===== src/rtl/mcu_subsys_pkg.sv =====
// Shared definitions for the MCU peripheral responder: register offsets,
// CTRL/STATUS bit positions and the bus handshake state encoding.
package mcu_subsys_pkg;

    // Word offsets, compared against addr[7:2]
    localparam logic [5:0] OFF_CTRL    = 6'h00;
    localparam logic [5:0] OFF_STATUS  = 6'h01;
    localparam logic [5:0] OFF_TX_DATA = 6'h02;
    localparam logic [5:0] OFF_SCRATCH = 6'h03;

    localparam int CTRL_EN      = 0;
    localparam int CTRL_IRQ_EN  = 1;
    localparam int CTRL_FLUSH   = 2;

    localparam int STAT_EMPTY   = 0;
    localparam int STAT_FULL    = 1;
    localparam int STAT_OVF     = 2;
    localparam int STAT_CNT_LSB = 8;

    typedef enum logic [1:0] {
        ST_IDLE,
        ST_WAIT,
        ST_ACK
    } resp_state_e;

    function automatic logic [31:0] strb_merge(input logic [31:0] old_v,
                                               input logic [31:0] new_v,
                                               input logic [3:0]  strb);
        logic [31:0] res;
        for (int b = 0; b < 4; b++)
            res[b*8 +: 8] = strb[b] ? new_v[b*8 +: 8] : old_v[b*8 +: 8];
        return res;
    endfunction

endpackage


===== src/rtl/mcu_subsys_sync_fifo.sv =====
// Single-clock FIFO with flush. Push into a full FIFO is accepted only when a
// pop happens on the same edge; flush overrides both push and pop.
module mcu_subsys_sync_fifo #(
    parameter int WIDTH = 8,
    parameter int DEPTH = 8,
    localparam int AW   = $clog2(DEPTH),
    localparam int CW   = AW + 1
) (
    input  logic             clk,
    input  logic             rst,
    input  logic             push,
    input  logic [WIDTH-1:0] din,
    input  logic             pop,
    input  logic             flush,
    output logic             full,
    output logic             empty,
    output logic [CW-1:0]    count,
    output logic [WIDTH-1:0] head
);

    logic [DEPTH-1:0][WIDTH-1:0] mem_q, mem_d;
    logic [AW-1:0]               wr_ptr_q, wr_ptr_d;
    logic [AW-1:0]               rd_ptr_q, rd_ptr_d;
    logic [CW-1:0]               count_q, count_d;
    logic                        do_push, do_pop;

    assign full  = (count_q == CW'(DEPTH));
    assign empty = (count_q == '0);
    assign count = count_q;
    assign head  = empty ? '0 : mem_q[rd_ptr_q];

    always_comb begin
        do_pop   = pop && !empty && !flush;
        do_push  = push && (!full || do_pop) && !flush;
        mem_d    = mem_q;
        wr_ptr_d = wr_ptr_q;
        rd_ptr_d = rd_ptr_q;
        count_d  = count_q;
        if (flush) begin
            wr_ptr_d = '0;
            rd_ptr_d = '0;
            count_d  = '0;
        end else begin
            if (do_push) begin
                mem_d[wr_ptr_q] = din;
                wr_ptr_d        = wr_ptr_q + AW'(1);
            end
            if (do_pop)
                rd_ptr_d = rd_ptr_q + AW'(1);
            count_d = count_q + CW'(do_push) - CW'(do_pop);
        end
    end

    always_ff @(posedge clk) begin
        if (rst) begin
            wr_ptr_q <= '0;
            rd_ptr_q <= '0;
            count_q  <= '0;
        end else begin
            wr_ptr_q <= wr_ptr_d;
            rd_ptr_q <= rd_ptr_d;
            count_q  <= count_d;
        end
    end

    // Storage needs no reset: head is masked while empty.
    always_ff @(posedge clk) begin
        mem_q <= mem_d;
    end

endmodule


===== src/rtl/mcu_subsys_periph_responder.sv =====
// Native memory-bus responder with programmable ack latency, a small register
// bank and a byte TX FIFO draining to a valid/ready stream.
module mcu_subsys_periph_responder
    import mcu_subsys_pkg::*;
#(
    parameter int WAIT_STATES = 1,
    parameter int FIFO_DEPTH  = 8
) (
    input  logic        sys_clk,
    input  logic        rst,
    input  logic        mem_valid,
    output logic        mem_ready,
    input  logic [31:0] mem_addr,
    input  logic [31:0] mem_wdata,
    input  logic [3:0]  mem_wstrb,
    output logic [31:0] mem_rdata,
    output logic        tx_valid,
    input  logic        tx_ready,
    output logic [7:0]  tx_data,
    output logic        irq
);

    localparam int CW = $clog2(FIFO_DEPTH) + 1;

    resp_state_e state_q;
    logic [3:0]  wait_cnt_q;
    logic [5:0]  addr_q;
    logic [31:0] wdata_q;
    logic [3:0]  wstrb_q;
    logic        mem_ready_q;
    logic [31:0] mem_rdata_q;

    logic        en_q, en_d;
    logic        irq_en_q, irq_en_d;
    logic        ovf_q, ovf_d;
    logic [31:0] scratch_q, scratch_d;

    logic          commit, push_req, flush, fifo_pop;
    logic          fifo_full, fifo_empty;
    logic [CW-1:0] fifo_count;
    logic [7:0]    fifo_head;
    logic [5:0]    rd_off;
    logic          rd_is_read;
    logic [31:0]   rd_data;
    logic          unused_addr_bits;

    assign unused_addr_bits = ^{mem_addr[31:8], mem_addr[1:0]};

    // In IDLE with zero wait states the read mux must see the live request.
    assign rd_off     = (state_q == ST_IDLE) ? mem_addr[7:2] : addr_q;
    assign rd_is_read = (state_q == ST_IDLE) ? (mem_wstrb == 4'b0000) : (wstrb_q == 4'b0000);

    always_comb begin
        rd_data = '0;
        case (rd_off)
            OFF_CTRL: begin
                rd_data[CTRL_EN]     = en_q;
                rd_data[CTRL_IRQ_EN] = irq_en_q;
            end
            OFF_STATUS: begin
                rd_data[STAT_EMPTY]             = fifo_empty;
                rd_data[STAT_FULL]              = fifo_full;
                rd_data[STAT_OVF]               = ovf_q;
                rd_data[STAT_CNT_LSB +: 8]      = {{(8-CW){1'b0}}, fifo_count};
            end
            OFF_SCRATCH: rd_data = scratch_q;
            default:     rd_data = '0;
        endcase
    end

    always_ff @(posedge sys_clk) begin
        if (rst) begin
            state_q     <= ST_IDLE;
            wait_cnt_q  <= '0;
            addr_q      <= '0;
            wdata_q     <= '0;
            wstrb_q     <= '0;
            mem_ready_q <= 1'b0;
            mem_rdata_q <= '0;
        end else begin
            case (state_q)
                ST_IDLE: begin
                    mem_ready_q <= 1'b0;
                    mem_rdata_q <= '0;
                    if (mem_valid) begin
                        addr_q  <= mem_addr[7:2];
                        wdata_q <= mem_wdata;
                        wstrb_q <= mem_wstrb;
                        if (WAIT_STATES == 0) begin
                            state_q     <= ST_ACK;
                            mem_ready_q <= 1'b1;
                            mem_rdata_q <= rd_is_read ? rd_data : '0;
                        end else begin
                            state_q    <= ST_WAIT;
                            wait_cnt_q <= 4'(WAIT_STATES - 1);
                        end
                    end
                end
                ST_WAIT: begin
                    if (!mem_valid) begin
                        state_q <= ST_IDLE;
                    end else if (wait_cnt_q == '0) begin
                        state_q     <= ST_ACK;
                        mem_ready_q <= 1'b1;
                        mem_rdata_q <= rd_is_read ? rd_data : '0;
                    end else begin
                        wait_cnt_q <= wait_cnt_q - 4'd1;
                    end
                end
                ST_ACK: begin
                    state_q     <= ST_IDLE;
                    mem_ready_q <= 1'b0;
                    mem_rdata_q <= '0;
                end
                default: state_q <= ST_IDLE;
            endcase
        end
    end

    // Writes take effect on the edge that ends the ACK cycle.
    assign commit   = (state_q == ST_ACK) && (wstrb_q != 4'b0000);
    assign fifo_pop = !fifo_empty && tx_ready;

    always_comb begin
        en_d      = en_q;
        irq_en_d  = irq_en_q;
        ovf_d     = ovf_q;
        scratch_d = scratch_q;
        flush     = 1'b0;
        push_req  = 1'b0;
        if (commit) begin
            case (addr_q)
                OFF_CTRL: if (wstrb_q[0]) begin
                    en_d     = wdata_q[CTRL_EN];
                    irq_en_d = wdata_q[CTRL_IRQ_EN];
                    flush    = wdata_q[CTRL_FLUSH];
                end
                OFF_STATUS: if (wstrb_q[0] && wdata_q[STAT_OVF]) ovf_d = 1'b0;
                OFF_TX_DATA: push_req = wstrb_q[0] && en_q;
                OFF_SCRATCH: scratch_d = strb_merge(scratch_q, wdata_q, wstrb_q);
                default: ;
            endcase
        end
        if (push_req && fifo_full && !fifo_pop)
            ovf_d = 1'b1;
    end

    always_ff @(posedge sys_clk) begin
        if (rst) begin
            en_q      <= 1'b0;
            irq_en_q  <= 1'b0;
            ovf_q     <= 1'b0;
            scratch_q <= '0;
        end else begin
            en_q      <= en_d;
            irq_en_q  <= irq_en_d;
            ovf_q     <= ovf_d;
            scratch_q <= scratch_d;
        end
    end

    mcu_subsys_sync_fifo #(
        .WIDTH (8),
        .DEPTH (FIFO_DEPTH)
    ) u_tx_fifo (
        .clk   (sys_clk),
        .rst   (rst),
        .push  (push_req),
        .din   (wdata_q[7:0]),
        .pop   (fifo_pop),
        .flush (flush),
        .full  (fifo_full),
        .empty (fifo_empty),
        .count (fifo_count),
        .head  (fifo_head)
    );

    assign mem_ready = mem_ready_q;
    assign mem_rdata = mem_rdata_q;
    assign tx_valid  = !fifo_empty;
    assign tx_data   = fifo_head;
    assign irq       = irq_en_q && (fifo_empty || ovf_q);

endmodule


===== config.mk =====
export PLATFORM = sky130hd
export DESIGN_NAME = mcu_subsys_periph_responder
export DESIGN_NICKNAME = d
export VERILOG_FILES = /design/src/rtl/mcu_subsys_pkg.sv /design/src/rtl/mcu_subsys_sync_fifo.sv /design/src/rtl/mcu_subsys_periph_responder.sv
export SDC_FILE = /design/constraint.sdc
export NUM_CORES = 1
export LEC_CHECK = 0
export ABC_AREA = 1
export BUFFER_PORTS_ARGS = -buffer_cell sky130_fd_sc_hd__buf_2
export CAP_MARGIN = 30
export CORE_UTILIZATION = 45
export CTS_CLUSTER_DIAMETER = 150
export CTS_CLUSTER_SIZE = 14
export DETAILED_ROUTE_END_ITERATION = 16
export GPL_TIMING_DRIVEN = 0
export PLACE_DENSITY = 0.64
export SYNTH_ARGS = -nofsm -noshare
export SYNTH_HDL_FRONTEND = slang
export SYNTH_SLANG_ARGS = --single-unit

===== constraint.sdc =====
create_clock -name sys_clk -period 2.9 [get_ports sys_clk]
set_input_delay 0.58 -clock sys_clk [delete_from_list [all_inputs] [get_ports sys_clk]]
set_output_delay 0.58 -clock sys_clk [all_outputs]
set_load 0.01 [all_outputs]

# Word level (Yosys, flattened, before mapping)
# Cells that the tools add are included.
word_totals:
  wordCells: 128
  in_bits: 72
  out_inout_bits: 43
  register_bits: 190
classes:
  n_mux: 37
  order_cmp: 3
  n_addsub: 5
  n_bitwise: 1
  n_eq_ne: 13
  n_reduce_logical: 44
op_table:
  columns: ["cell", "n"]
  rows:
  - ["2-to-1 mux 32 bit", 3]
  - ["bitwise mux 64 bit", 1]
  - ["one-hot mux 32 bit (2 select lines)", 1]
  - ["binary-select mux 8 bit (select 3 bit)", 1]
  - ["demux 8 bit (select 3 bit)", 1]
  - ["2-to-1 mux 8 bit", 3]
  - ["AND reduction 3 bit", 7]
  - ["equality test 6 x 2 -> 1 bit (second input constant)", 3]
  - ["zero test 4 bit", 4]
  - ["2-to-1 mux 16 bit", 1]
  - ["one-hot mux 8 bit (2 select lines)", 1]
  - ["equality test 6 x 1 -> 1 bit (second input constant)", 2]
  - ["logical AND 1 bit", 12]
  - ["zero test 6 bit", 2]
  - ["2-to-1 mux 1 bit", 12]
  - ["2-to-1 mux 4 bit", 3]
  - ["nonzero test 2 bit", 5]
  - ["less-than comparator 3 x 4 -> 1 bit (second input constant)", 2]
  - ["!= test 2 bit (second input constant)", 4]
  - ["one-hot mux 4 bit (2 select lines)", 1]
  - ["adder 3 x 1 -> 3 bit (second input constant)", 2]
  - ["2-to-1 mux 2 bit", 3]
  - ["2-to-1 mux 6 bit", 1]
  - ["one-hot mux 2 bit (3 select lines)", 1]
  - ["19 further kinds", 27]

# Longest topological paths before layout
depth:
  word_depth: 10
  depth_mapped: 15
  mapped_depth_nobuf: 15

# By module
# From an unflattened synthesis, not the netlist that was laid out.
unflattened:
  hier_cells: 909
  area_unflattened_um2: 7837.5
by_module_without_submodules:
  columns: ["module", "cells_each", "seq_area_each_um2", "area_each_um2", "instances"]
  rows:
  - ["mcu_subsys_periph_responder", 577, 2322.2, 4530.6, 1]
  - ["mcu_subsys_sync_fifo", 332, 2122.0, 3306.9, 1]

# Least setup slack after synthesis
# No wires, ideal clock.
synth_timing:
  path_kind: "register -> register"
  startpoint: "register state_q[0]"
  endpoint: "register u_tx_fifo.count_q[2] (netlist: u_tx_fifo.count[2])"
  setup_ns: 0.116
  path_buffers: 0
  t_arrival_ns: 2.244
  stages_incl_launch_ff: 16
  slack_ns: 0.540
  synth_period_minus_slack_ns: 2.360
  required_time_ns: 2.784
  cell_sequence: "dfxtp_1 inv_4 nand2_1 nor2_2 inv_1 nor3_2 nand2_1 nand2_1 inv_1 ha_1 inv_1 ha_1 inv_1 fa_1 xor2_1 nor2_1"
synth_between:
  elab_chain_cells: 10
  word_cells_on_any_way: 12
  cone_classes: "add/sub: 2; eq/ne: 1; mux: 2; reduce/logical: 7"
synth_lines:
  columns: ["item", "line_no", "text"]
  rows:
  - ["start: declaration", "mcu_subsys_periph_responder.sv:25", "resp_state_e state_q;"]
  - ["start signal: assignment", "mcu_subsys_periph_responder.sv:73", "state_q <= ST_IDLE;"]
  - ["start signal: assignment", "mcu_subsys_periph_responder.sv:90", "state_q <= ST_ACK;"]
  - ["start signal: assignment", "mcu_subsys_periph_responder.sv:94", "state_q <= ST_WAIT;"]
  - ["equality test 2 bit *", "mcu_subsys_periph_responder.sv:121", "assign commit = (state_q == ST_ACK) && (wstrb_q != 4'b0000);"]
  - ["logical AND 1 bit *", "mcu_subsys_periph_responder.sv:121", null]
  - ["2-to-1 mux 1 bit *", "mcu_subsys_periph_responder.sv:131", "if (commit) begin"]
  - ["zero test 1 bit *", "mcu_subsys_sync_fifo.sv:33", "do_pop = pop && !empty && !flush;"]
  - ["logical AND 1 bit *", "mcu_subsys_sync_fifo.sv:33", null]
  - ["via u_tx_fifo.do_pop", "mcu_subsys_sync_fifo.sv:25", "logic do_push, do_pop;"]
  - ["logical OR 1 bit", "mcu_subsys_sync_fifo.sv:34", "do_push = push && (!full || do_pop) && !flush;"]
  - ["logical AND 1 bit (2 in a row)", "mcu_subsys_sync_fifo.sv:34", null]
  - ["adder 4 x 1 -> 4 bit", "mcu_subsys_sync_fifo.sv:50", "count_d = count_q + CW'(do_push) - CW'(do_pop);"]
  - ["subtractor 4 x 1 -> 4 bit *", "mcu_subsys_sync_fifo.sv:50", null]
  - ["end signal: assignment", "mcu_subsys_sync_fifo.sv:62", "count_q <= count_d;"]
  - ["end: declaration", "mcu_subsys_sync_fifo.sv:24", "logic [CW-1:0] count_q, count_d;"]
# The timed path passes the listed nets; every way through them passes the cells marked *.
# A chain may end at the register's enable or synchronous reset.

# Worst setup path after layout
layout_timing:
  startpoint: "register u_tx_fifo.rd_ptr_q[0]"
  endpoint: "output tx_data[6]"
layout_between:
  elab_chain_cells: 3
layout_lines:
  columns: ["item", "line_no", "text"]
  rows:
  - ["start: declaration", "mcu_subsys_sync_fifo.sv:23", "logic [AW-1:0] rd_ptr_q, rd_ptr_d;"]
  - ["start signal: assignment", "mcu_subsys_sync_fifo.sv:61", "rd_ptr_q <= rd_ptr_d;"]
  - ["binary-select mux 8 bit (select 3 bit)", "mcu_subsys_sync_fifo.sv:30", "assign head = empty ? '0 : mem_q[rd_ptr_q];"]
  - ["2-to-1 mux 8 bit (implied by the code)", "mcu_subsys_sync_fifo.sv:30", null]
  - ["2-to-1 mux 8 bit", "mcu_subsys_sync_fifo.sv:30", null]
  - ["end: declaration", "mcu_subsys_periph_responder.sv:19", "output logic [7:0] tx_data,"]
# Every way passes these cells. The select of a mux whose other input is x is not followed.

==> run_results.csv <==
group,metric,value,unit
detailed_routing,post_drt_wl_per_cell,15.0,µm
worst_setup_path,rr_startpoint,"state_q[0]$_SDFFE_PP0P_",
worst_setup_path,critPathLaunch,"u_tx_fifo.rd_ptr_q[0]$_SDFFE_PP0P_",
die,die_w,131,µm
clocking,cts.sinks,190,
cells_and_area,seqCellArea,4440,µm²
synthesis,synth_top_cell_by_area,"dfxtp_1",
worst_setup_path,arrival,2.21,ns
worst_setup_path,worstPathRequired,2.32,ns
sta,report.final.slew_viol_count,0,
sta,worst_pin_slew,0.611,ns
synthesis,synth_compound_area_frac,0.122,
synthesis,muxShareOfSynthArea,0,
synthesis,synthXorXnorAreaFrac,0.00349,
synthesis,syn_avg_cell_area,8.83,µm²
cells_and_area,drive_above_1_share,0.161,
worst_setup_path,crit_top_cell,"nor2_1",
sta,setup_ws,0.115,ns
sta,period_share,0.960,
run_status,status,"complete, no violations",
placed_design,io_buffers,87,
clocking,clockBufferDepth,2,
grt,grt_overflow,0,
synthesis,syn_inst,853,
sta,fin_crit,2.79,ns
worst_setup_path,slowest_stage,"dfxtp_1",
worst_setup_path,max_stage_delay,0.34,ns
clocking,htreeDepth,4,
synthesis,synth_top_family_by_area,"simple AND/OR/NAND/NOR gates",
clocking,cts_tree,"yes",
sta,timing.clock.skew,0.0117,ns
die,die-area,17300,µm²
placed_design,pre_cts_ws,0.271,ns
sta,fin_hold_ws,0.361,ns
synthesis,syn-num-nets,935,
clocking,clockRootBuffer,"clkbuf_16",
synthesis,synth-simple-area-share,0.218,
clocking,clk_pin_slew_worst_paths,0.07,ns
worst_setup_path,worst-path-max-fanout,10,
detailed_routing,vias,6073,
worst_setup_path,path_delay_family,"buffers and inverters",
min_path,hp-start,"mem_wdata[28]",
die,core_area,16100,µm²
die,die_h,131,µm
power_and_ir_drop,vdd_ir_drop_max,0.449,mV
clocking,numCtsBuffers,17,
synthesis,synth_seq_area_share,0.590,
power_and_ir_drop,power_density,742,nW/µm²
min_path,hp-class,"primary input to register",
detailed_routing,drt_iter0_markers,410,
cells_and_area,fillers,1542,
synthesis,synth_warnings,0,
detailed_routing,drt_pass1_iterations,4,
synthesis,syn-cell-area,7530,µm²
worst_setup_path,worst_setup_path_end_kind,"primary output",
detailed_routing,wl,17.9,mm
cells_and_area,fin_nets,1049,
sta,hold_viol_final,0,
synthesis,synth_cell_types,35,
grt,antenna_found_initial,0,
power_and_ir_drop,p_leak,0.00349,µW
run,max_cap_violations,0,
sta,setup_violations,0,
worst_setup_path,cp-start-kind,"register",
synthesis,synthAdderAreaFrac,0.0176,
sta,rsz0062_at_grt,"no",
cells_and_area,multi_input_area,2720,µm²
worst_setup_path,path_buf_inv,3,
grt,grt_use_total,0.217,
cells_and_area,mostFrequentLayoutCell,"nor2_1",
synthesis,ys_ff_latch,190,
detailed_routing,via_per_inst,5.08,
die,start_util,0.467,
synthesis,synth_area_leaders,"dfxtp_1 33%, edfxtp_1 26%, nor2_1 12%, o21ai_0 6.2%, nand2_1 4.5%",
grt,grt_max_degree,19,
die,rows,46,
worst_setup_path,criticalPathCategory,"register to primary output",
synthesis,synth_top_area_frac,0.335,
placed_design,routabilityCongestion,0.859,
cells_and_area,area_growth_syn_to_layout,18.1,%
placed_design,place_hpwl,12.6,mm
sta,max_freq,359,MHz
sta,tns,0,ns
placed_design,dp.cells,1164,
cells_and_area,n_antenna_cell,0,
detailed_routing,drc_errors,0,
die,io_pins,115,
cells_and_area,layoutNonFillerInstCount,1196,
grt,grt_pass1_wl,29.2,mm
clocking,clk_latency,0.44,ns
grt,grt_pass1_vias,5652,
sta,slew-limit-headroom,0.590,
worst_setup_path,path_cells,"clkbuf_1 > clkbuf_2 > nor2_1 > o32ai_1 > o21ai_0 > nor2_1 > buf_2",
power_and_ir_drop,p_total,6600,µW
detailed_routing,ant_nets,0,
cells_and_area,layout_common_cells,"244 x nor2_1, 126 x dfxtp_1, 97 x buf_2",
[per-layer routing]
| layer | part of all wire | global-route usage |
|---|---|---|
| met5 | 0 | 0 |
| met4 | 0.012 | 0.0678 |
| met3 | 0.052 | 0.0444 |
| met2 | 0.44 | 0.325 |
| met1 | 0.50 | 0.314 |
[repair_timing]
item,CTS,global route
pin swaps,0,0
resized for setup,4,5
endpoints found under the setup margin,4,6
buffers inserted,0,0
hold buffers,0,0
[cell families (layout without fill, tap and decap cells)]
group	Yosys count	after routing
AND/OR/NAND/NOR	393	393
XOR/XNOR	3	3
flip-flops	190	190
AO/OA/AOI/OAI	169	169
buffers and inverters	88	215
adder cells (fa/ha/maj)	10	10
[final timing paths]
path	slack [ns]	end	cells past startpoint
hold reg to reg	0.45	mem_ready$_SDFFE_PP0P_	2
hold / removal	0.36	wdata_q[28]$_SDFFE_PP0P_	3
setup / recovery	0.11	tx_data[6]	7
setup reg to reg	0.26	u_tx_fifo.count[2]$_SDFF_PP0_	15
[metrics by stage]
| step | utilization | cell area (µm²) |
|---|---|---|
| 6_report | 0.552 | 8890 |
| 2_1_floorplan | - | 7530 |
| 3_5_place_dp | 0.514 | 8280 |
| 3_3_place_gp | 0.511 | 8240 |
| 5_1_grt | 0.552 | 8890 |
| 4_1_cts | 0.552 | 8890 |
[layout make-up]
cell class | instances | area share
plain buffers | 38 | 0.0207
clock buffers | 19 | 0.0522
inverters | 50 | 0.0214
clock inverters | 13 | 0.0163
well taps | 216 | 0.0304
repair buffers | 95 | 0.0535
multi-input cells | 575 | 0.306
flip-flops and latches | 190 | 0.500
[tightest hold or removal path: stages]
cell and delay (ns):
buf_2 0.07, nor2_1 0.03, nor2_1 0.08
[registers in the layout, indices dropped and copies added (netlist names), 3 cells and up]
name	flops
addr_q	6
mem_rdata	32
scratch_q	32
u_tx_fifo.count	4
u_tx_fifo.mem_q	64
u_tx_fifo.rd_ptr_q	3
u_tx_fifo.wr_ptr_q	3
wait_cnt_q	4
wdata_q	32
wstrb_q	4
[report_power, final]
part           internal [µW]  total, µW  switching [µW]
logic                    446       1270             822
clock network           1290       2380            1080
registers               2850       2950            97.6
total                   4590       6600            2000
[cell usage after synthesis]
cell	number
nor2_1	244
dfxtp_1	126
o21ai_0	93
nand2_1	90
edfxtp_1	64
a21oi_1	43
inv_1	42
clkbuf_1	32
nand3_1	17
o32ai_1	17
nor3_1	12
o21ai_1	12
nand4_1	10
ha_1	9
clkinv_1	5
buf_6	4
nand2_4	3
nand3_2	3
nor2_4	3
nor3b_1	3
xor2_1	3
inv_2	2
nand2_2	2
nor2_2	2
nor3_2	2
buf_1	1
buf_4	1
fa_1	1
inv_4	1
o21a_1	1
o21ai_2	1
o22ai_1	1
o41ai_1	1
or2_1	1
or2_2	1
(Power assumes the default switching activity.)
